--- src/rtl/instr_queue_pkg.sv ---
`default_nettype none
// ============================================================================
// Module      : instr_queue_pkg
// Description : Shared default sizes and opcode type for the instruction queue
// Revision    : 1.0 - initial release
// ============================================================================
package instr_queue_pkg;

    localparam int IQ_WIDTH = 16;
    localparam int IQ_DEPTH = 4;
    localparam int IQ_OPW   = 4;

    typedef logic [IQ_OPW-1:0] opcode_t;

endpackage : instr_queue_pkg
`default_nettype wire

--- src/rtl/instr_queue_mem.sv ---
`default_nettype none
// ============================================================================
// Module      : instr_queue_mem
// Description : DEPTH x WIDTH register array, one synchronous write port and
//               one asynchronous read port; contents are not reset
// Revision    : 1.0 - initial release
// ============================================================================
module instr_queue_mem
    import instr_queue_pkg::*;
#(
    parameter int WIDTH = IQ_WIDTH,
    parameter int DEPTH = IQ_DEPTH,
    parameter int AW    = $clog2(IQ_DEPTH)
) (
    input  logic             i_clk,
    input  logic             i_we,
    input  logic [AW-1:0]    i_waddr,
    input  logic [WIDTH-1:0] i_wdata,
    input  logic [AW-1:0]    i_raddr,
    output logic [WIDTH-1:0] o_rdata
);

    logic [WIDTH-1:0] r_mem [DEPTH];

    always_ff @(posedge i_clk) begin
        if (i_we) begin
            r_mem[i_waddr] <= i_wdata;
        end
    end

    assign o_rdata = r_mem[i_raddr];

endmodule : instr_queue_mem
`default_nettype wire

--- src/rtl/instr_queue.sv ---
`default_nettype none
// ============================================================================
// Module      : instr_queue
// Description : Instruction FIFO with flush, sticky overrun flag and masked
//               head outputs
// Revision    : 1.0 - initial release
// ============================================================================
module instr_queue
    import instr_queue_pkg::*;
#(
    parameter int WIDTH = IQ_WIDTH,
    parameter int DEPTH = IQ_DEPTH,
    parameter int OPW   = IQ_OPW
) (
    input  logic                   Clk,
    input  logic                   Reset,
    input  logic                   Load,
    input  logic [WIDTH-1:0]       Data,
    input  logic                   Advance,
    input  logic                   Flush,
    output logic                   Ready,
    output logic                   Valid,
    output logic [WIDTH-1:0]       Instruction,
    output logic [OPW-1:0]         Opcode,
    output logic [$clog2(DEPTH):0] Count,
    output logic                   Overrun
);

    localparam int                 c_AW    = $clog2(DEPTH);
    localparam int                 c_CW    = c_AW + 1;
    localparam logic [c_CW-1:0]    c_FULL  = c_CW'(DEPTH);
    localparam logic [c_CW-1:0]    c_CONE  = c_CW'(1);
    localparam logic [c_AW-1:0]    c_PONE  = c_AW'(1);

    logic [c_AW-1:0]  r_wr_ptr;
    logic [c_AW-1:0]  r_rd_ptr;
    logic [c_CW-1:0]  r_count;
    logic             r_overrun;
    logic             w_push;
    logic             w_pop;
    logic [WIDTH-1:0] w_head;

    // Flags come straight from the count register so reset clears them at once
    assign Ready = (r_count != c_FULL);
    assign Valid = (r_count != '0);

    // Flush wins over both requests; a full-queue push is rejected by Ready
    assign w_push = Load    && Ready && !Flush;
    assign w_pop  = Advance && Valid && !Flush;

    always_ff @(posedge Clk or posedge Reset) begin
        if (Reset) begin
            r_wr_ptr  <= '0;
            r_rd_ptr  <= '0;
            r_count   <= '0;
            r_overrun <= 1'b0;
        end else if (Flush) begin
            r_wr_ptr  <= '0;
            r_rd_ptr  <= '0;
            r_count   <= '0;
            r_overrun <= 1'b0;
        end else begin
            if (w_push) begin
                r_wr_ptr <= r_wr_ptr + c_PONE;
            end
            if (w_pop) begin
                r_rd_ptr <= r_rd_ptr + c_PONE;
            end
            if (w_push && !w_pop) begin
                r_count <= r_count + c_CONE;
            end else if (w_pop && !w_push) begin
                r_count <= r_count - c_CONE;
            end
            if (Load && !Ready) begin
                r_overrun <= 1'b1;
            end
        end
    end

    instr_queue_mem #(
        .WIDTH (WIDTH),
        .DEPTH (DEPTH),
        .AW    (c_AW)
    ) u_mem (
        .i_clk   (Clk),
        .i_we    (w_push),
        .i_waddr (r_wr_ptr),
        .i_wdata (Data),
        .i_raddr (r_rd_ptr),
        .o_rdata (w_head)
    );

    // Stale storage must never leak out while the queue is empty
    assign Instruction = Valid ? w_head : '0;
    assign Opcode      = Instruction[WIDTH-1 -: OPW];
    assign Count       = r_count;
    assign Overrun     = r_overrun;

endmodule : instr_queue
`default_nettype wire

--- config.mk ---
export PLATFORM = sky130hd
export DESIGN_NAME = instr_queue
export DESIGN_NICKNAME = d
export VERILOG_FILES = /design/src/rtl/instr_queue_pkg.sv /design/src/rtl/instr_queue_mem.sv /design/src/rtl/instr_queue.sv
export SDC_FILE = /design/constraint.sdc
export NUM_CORES = 1
export LEC_CHECK = 0
export ABC_AREA = 1
export CAP_MARGIN = 20
export CORE_ASPECT_RATIO = 1.4
export CORE_MARGIN = 2
export CORE_UTILIZATION = 43
export CTS_CLUSTER_DIAMETER = 150
export DETAILED_ROUTE_END_ITERATION = 16
export DONT_BUFFER_PORTS = 1
export GPL_TIMING_DRIVEN = 1
export PLACE_DENSITY_LB_ADDON = 0.08
export SLEW_MARGIN = 20
export SYNTH_ARGS = -nofsm -noshare
export SYNTH_HDL_FRONTEND = slang
export SYNTH_HIERARCHICAL = 1
export SYNTH_SLANG_ARGS = --single-unit
--- constraint.sdc ---
create_clock -name Clk -period 3.03 [get_ports Clk]
set_clock_uncertainty 0.1 [all_clocks]
set_input_delay 0.303 -clock Clk [delete_from_list [all_inputs] [get_ports Clk]]
set_output_delay 0.303 -clock Clk [all_outputs]
set_load 0.01 [all_outputs]
==> flow_summary.toml, run 1 <==
[synthesis]
synth_edf_count = 64
ys_seq_area_share_pct = 62.5
synth.distinct_cells = 25
synth.largest_area_cell = "edfxtp_1"
syn_area_per_cell_um2 = 9.45
synth_top_area_share_pct = 56.6
syn_inst = 359
yosysWarnings = 6
synthTopCellsByArea = "edfxtp_1 57%, nand2_1 11%, inv_1 10%, dfrtp_1 5.9%, nand3_1 4.9%"
yosysMostFrequentCell = "nand2_1"
synth_commonest_cells = "97 x nand2_1, 93 x inv_1, 64 x edfxtp_1"
synthArstFlopShare_pct = 11.1
synth_flop_cell = "edfxtp_1"
synthesis.nets = 381
synth-seq-cells = 72
netlist_area_um2 = 3390

[worst_setup_path]
critical_path_required_ps = 2630
critPathBufInv = 3
crit_path_cell_trace = "buf_4 > inv_4 > nand2_1 > nand3_1 > nand2_1 > inv_1 > nor2_1"
critical_path.top_delay_family = "buffers and inverters"
arrival_ps = 1920
critPathKind = "flop to primary output"
crit_path_frequent_cell = "nand2_1"
r2r-start = "Count[0]$_DFFE_PP0P_"
r2r-end = "u_mem/r_mem[1][0]$_DFFE_PP_"
rrSetupSlack_ps = 770
crit_fanout = 35
reg2reg_depth = 7
slowest_stage = "buf_4"
cp-start-kind = "flop"
max_stage_delay_ps = 360
cp-end-kind = "primary output"

[clock_network]
cts_inserted_buffers = 9
cts-root-buf = "clkbuf_8"
cts.htree.levels = 3
cts_resized = 0
clk_path_buf_depth = 2
cts.sinks = 72
cts_tree = "built"
clock_latency_ps = 340
cts.reportedPaths.clkPinSlew_ps = 70

[drt]
route.final.wire_length_mm = 6.67
final_antenna_net_count = 0
route.detailed.drc = 0
avgRoutedWirePerCell_um = 13.8
drt-pass1-iter-count = 4
drtIter0Drc = 118
dr_total_vias = 2220
viasPerCell = 4.59

[timing]
final-max-slew-violation-count = 0
post-route-period-util_pct = 76.6
fin_tns_setup_ps = 0
rsz0062_at_grt = "no"
finalSetupViolCount = 0
timing.final.crit_period_ps = 2320
fmax_mhz = 431
finalHoldViolations = 0
slew_headroom_pct = 53.1
worst_pin_slew_ps = 700

[die]
start_util_pct = 44.1
fp.coreArea_um2 = 7700
rows = 38
dieArea_um2 = 8630
die_y_um = 109
ios = 47
die_w_um = 79.1

[placed_design]
dpl.hpwl_mm = 4.23
io_buffers = 0
dpl_cell_area_um2 = 3470
routabilityCongestion = 0.731

[pwr]
p_per_area_nw_per_um2 = 713
ir_drop_mv = 0.553
leakagePower_nw = 1.78

[flow_run]
cap_violations = 0

[finish]
fin_area_um2 = 3810
fin_nets = 401
fill_cells = 768
multi_input_area_um2 = 791
fin_util_pct = 49.4
diodes = 0
drive_gt1_share_pct = 8.85
area.growth.synth_to_final_pct = 12.2
ff_latch_area_um2 = 2120

[min_path]
hold_path_depth = 3
min_to = "Count[1]$_DFFE_PP0P_"
hold_start = "Flush"
min_path_type = "primary input to flop"

[global_route]
antenna_found_initial = 0
gr-usage-all-layers_pct = 17.1
grt-ovfl-total = 0
grt_max_degree = 36
first_global_vias = 2232
grt_pass1_wl_mm = 10.8

[status]
status = "finished, final reports clean"
[power breakdown]
part	total, mW	switching (mW)	internal [mW]
clock network	0.640	0.320	0.320
logic	0.854	0.621	0.233
registers	1.22	0.0654	1.16
total	2.72	1.01	1.71
[cells in the final DEF (no fill, tap or decap), types with 2 or more instances in the layout]
cell type      synthesis  final
a21oi_1                3      3
nor2_1                22     22
clkbuf_1               0      5
nor3_2                 0      4
o21ai_0                2      2
inv_2                  3      3
edfxtp_1              64     64
clkbuf_8               0     10
dlygate4sd3_1          0     18
nand3_1               33     33
inv_1                 93     93
dfrtp_1                8      8
buf_4                  7      5
nand2_1               97     97
nand2_2                4      4
[layout make-up]
| cell class | instances | share of cell area [%] |
|---|---|---|
| clock buffer | 15 | 4.11 |
| tap | 100 | 3.29 |
| inverter | 98 | 9.73 |
| clock inverter | 1 | 0.131 |
| multi-input combinational | 174 | 20.8 |
| timing repair buffer | 24 | 6.24 |
| sequential | 72 | 55.7 |
[through the flow]
| stage | hold WS, ps | std cells | total power, mW | setup WS, ps |
|---|---|---|---|---|
| after floorplan | 18.7 | 359 | 1.99 | 496 |
| after global placement | 78.5 | 450 | 2.07 | 771 |
| after detailed placement | 87.2 | 450 | 2.09 | 735 |
| after CTS | 20.7 | 484 | 2.76 | 640 |
| after global routing | 66.8 | 484 | 2.91 | 485 |
| final | 36.8 | 484 | 2.72 | 710 |
[per-layer routing]
| layer | global-route usage, % | vias to the layer above | share of wire (%) | wire length [µm] |
|---|---|---|---|---|
| met3 | 3.48 | 10 | 3.5 | 233 |
| met1 | 18.7 | 1048 | 43 | 2850 |
| met4 | 9.85 | 0 | 1.6 | 105 |
| met2 | 30.6 | 38 | 52 | 3490 |
| li1 | - | 1124 | - | - |
| met5 | 0 | - | 0 | 0 |
[sequential cells by signal (all words and copies together), names as in the netlist]
name / cells
Overrun: 1
Count: 3
r_rd_ptr: 2
r_wr_ptr: 2
u_mem/r_mem: 64
[worst max-delay path by stage]
stage	start	to	depth (start not counted)
4_1_cts	r_rd_ptr[0]$_DFFE_PP0P_	Opcode[3]	7
3_5_place_dp	Count[0]$_DFFE_PP0P_	u_mem/r_mem[1][0]$_DFFE_PP_	7
3_3_place_gp	Count[0]$_DFFE_PP0P_	u_mem/r_mem[1][13]$_DFFE_PP_	7
2_1_floorplan	Count[0]$_DFFE_PP0P_	u_mem/r_mem[0][0]$_DFFE_PP_	6
6_report	r_rd_ptr[0]$_DFFE_PP0P_	Instruction[13]	7
5_1_grt	r_rd_ptr[0]$_DFFE_PP0P_	Instruction[14]	7
[kinds of logic after synthesis]
group / Yosys count / synth area share [%]
AOI/OAI and AO/OA: 8 / 1.36
xor gates and xnor gates: 1 / 0.258
adders and majority gates: 1 / 0.590
buffers and inverters: 113 / 14.7
DFF: 72 / 62.5
and+or+nand+nor: 164 / 20.5
[worst min-delay path, delay by kind of cell]
| family | cells | cell delay, ps |
|---|---|---|
| simple gates | 2 | 70 |
| compound gates | 1 | 50 |
[repair_timing]
action,4_1_cts,5_1_grt
buffers inserted,0,0
endpoints found under the setup margin,0,0
hold buffers,18,0
endpoints found under the hold margin,73,0
(Power assumes the default switching activity.)
==> run 2: changes to the inputs <==
clock period = 1.85 ns   (was 3.03 ns; I/O delays follow)
==> run 2 against run 1 <==
The run now ends with setup timing left; worst hold slack gained 3.6 ps; global-route usage rose by 0.58 points; clock power rose by 83%; core utilization increased by 5.4 points; combinational power grew to 2.6 times the previous value; sequential share of layout area shrank 5.4 points; sequential power up 62%; critical endpoint is now Instruction[0].
==> flow_summary.toml, run 2 (same netlist as run 1, synthesis figures left out) <==
[drt]
drt-pass1-iter-count = 5
dr_total_vias = 2300
drtIter0Drc = 186
final_antenna_net_count = 0
avgRoutedWirePerCell_um = 13.4
route.final.wire_length_mm = 6.86
route.detailed.drc = 0
viasPerCell = 4.49

[clock_network]
clk_path_buf_depth = 2
cts-root-buf = "clkbuf_8"
clock_latency_ps = 350
cts_tree = "built"
cts.reportedPaths.clkPinSlew_ps = 70
cts_inserted_buffers = 9
cts.sinks = 72
cts.htree.levels = 3

[timing]
fmax_mhz = 538
worst_pin_slew_ps = 327
timing.final.crit_period_ps = 1860
final-max-slew-violation-count = 0
post-route-period-util_pct = 100
hold_slack_ps = 40.3
finalHoldViolations = 0
finalSetupViolCount = 4
slew_headroom_pct = 78.2
rsz0062_at_grt = "yes"
setup_ws_ps = -8.69

[placed_design]
dpl_cell_area_um2 = 3700
dpl.hpwl_mm = 4.49
routabilityCongestion = 0.731
dp_slack_ps = 33.9
io_buffers = 0

[worst_setup_path]
critPathBufInv = 3
cp-start-kind = "flop"
crit_fanout = 7
critical_path_required_ps = 1560
critical_path.top_delay_family = "buffers and inverters"
crit_path_cell_trace = "nor2_4 > nand2_2 > buf_6 > inv_4 > bufbuf_16 > nor2_1"
arrival_ps = 1570
max_stage_delay_ps = 430
critPathKind = "flop to primary output"
cp-end-kind = "primary output"
slowest_stage = "dfrtp_2"

[flow_run]
cap_violations = 0

[finish]
fin_nets = 429
fin_area_um2 = 4230
regMostFlops = "u_mem/r_mem"
area.growth.synth_to_final_pct = 24.5
largest_register_ffs = 64
drive_gt1_share_pct = 20.6
final_common_cell = "nand2_1"
diodes = 0
final_cell_mix = "93 x nand2_1, 91 x inv_1, 64 x edfxtp_1"

[status]
status = "complete, but fails checks"
violations = "setup timing"

[die]
fp.coreArea_um2 = 7700
start_util_pct = 44.1
die_w_um = 79.1
ios = 47
dieArea_um2 = 8630
rows = 38
die_y_um = 109

[global_route]
gr-usage-all-layers_pct = 17.7
grt_max_degree = 23
first_global_vias = 2215
grt_pass1_wl_mm = 11.0
antenna_found_initial = 0
grt-ovfl-total = 0

[min_path]
min_path_type = "primary input to flop"

[pwr]
ir_drop_mv = 0.752
p_per_area_nw_per_um2 = 1270
leakagePower_nw = 1.98
==> run 2: cell count changes in the layout (fill, tap and decap cells not counted), sizes merged <==
cell / change
bufbuf: +1
dlygate4sd3: +1
buf: +26
clkinvlp: +2
clkinv: +3
clkbuf: -6
bufinv: +1
==> run 2: worst paths after layout <==
| kind | startpoint | to | slack [ps] | cells after the start |
|---|---|---|---|---|
| min | Load | Count[2]$_DFFE_PP0P_ | 40 | 5 |
| max | Count[0]$_DFFE_PP0P_ | Instruction[0] | -9 | 6 |
| min reg2reg | Overrun$_DFFE_PP0P_ | Overrun$_DFFE_PP0P_ | 470 | 1 |
| max in group asynchronous | Reset | Count[2]$_DFFE_PP0P_ | 1260 | 2 |
| min in group asynchronous | Reset | Overrun$_DFFE_PP0P_ | 120 | 2 |
| max reg2reg | Count[0]$_DFFE_PP0P_ | Count[2]$_DFFE_PP0P_ | -9 | 12 |
==> run 2: power by group <==
group          leakage [nW]  switching, mW  internal [mW]
Clock                0.0901          0.564          0.608
Sequential            0.683         0.0861           1.90
Combinational          1.21           1.26          0.934
Total                  1.98           1.91           3.44
==> run 2: worst reg2reg max path: stages (launching register included) <==
cell and delay [ps]:
dfrtp_2 430, nor2_4 150, buf_6 120, nand2_4 50
nand2_4 70, nor2_4 40, fa_2 370, xnor2_2 160
inv_1 50, nand2_1 50, nand2_1 50, nand2_1 60
nand2_1 50
==> run 2: layout make-up <==
type,instances,area [µm²]
Multi-Input combinational cell,174,886
Tap cell,100,125
Fill cell,691,3480
Clock buffer,9,124
Sequential cell,72,2130
Inverter,98,378
Timing Repair Buffer,52,524
Clock inverter,7,62.6
==> run 2: per-layer routing <==
metal / vias up / share of wire [%] / global-route usage [%]
met5: - / 0 / 0
met3: 14 / 4.9 / 5.22
li1: 1184 / - / -
met4: 0 / 3.2 / 9.61
met2: 47 / 51 / 29.7
met1: 1055 / 41 / 20.3
==> run 2: metrics by stage <==
stage	total power, mW	utilization (%)	cells	TNS, ps
after floorplan	3.30	-	359	0
after global placement	3.76	48.1	473	0
after detailed placement	3.78	48.1	473	0
after CTS	5.33	54.2	511	-25.1
after global routing	5.69	54.9	512	-1370
final	5.35	54.9	512	-27.5
==> run 2: timing repair <==
action,CTS,global route
setup endpoints to repair,14,26
hold buffers,19,0
hold endpoints to repair,75,0
gates cloned,1,0
setup buffers,2,1
gates resized for setup,17,12
pin swaps,3,8
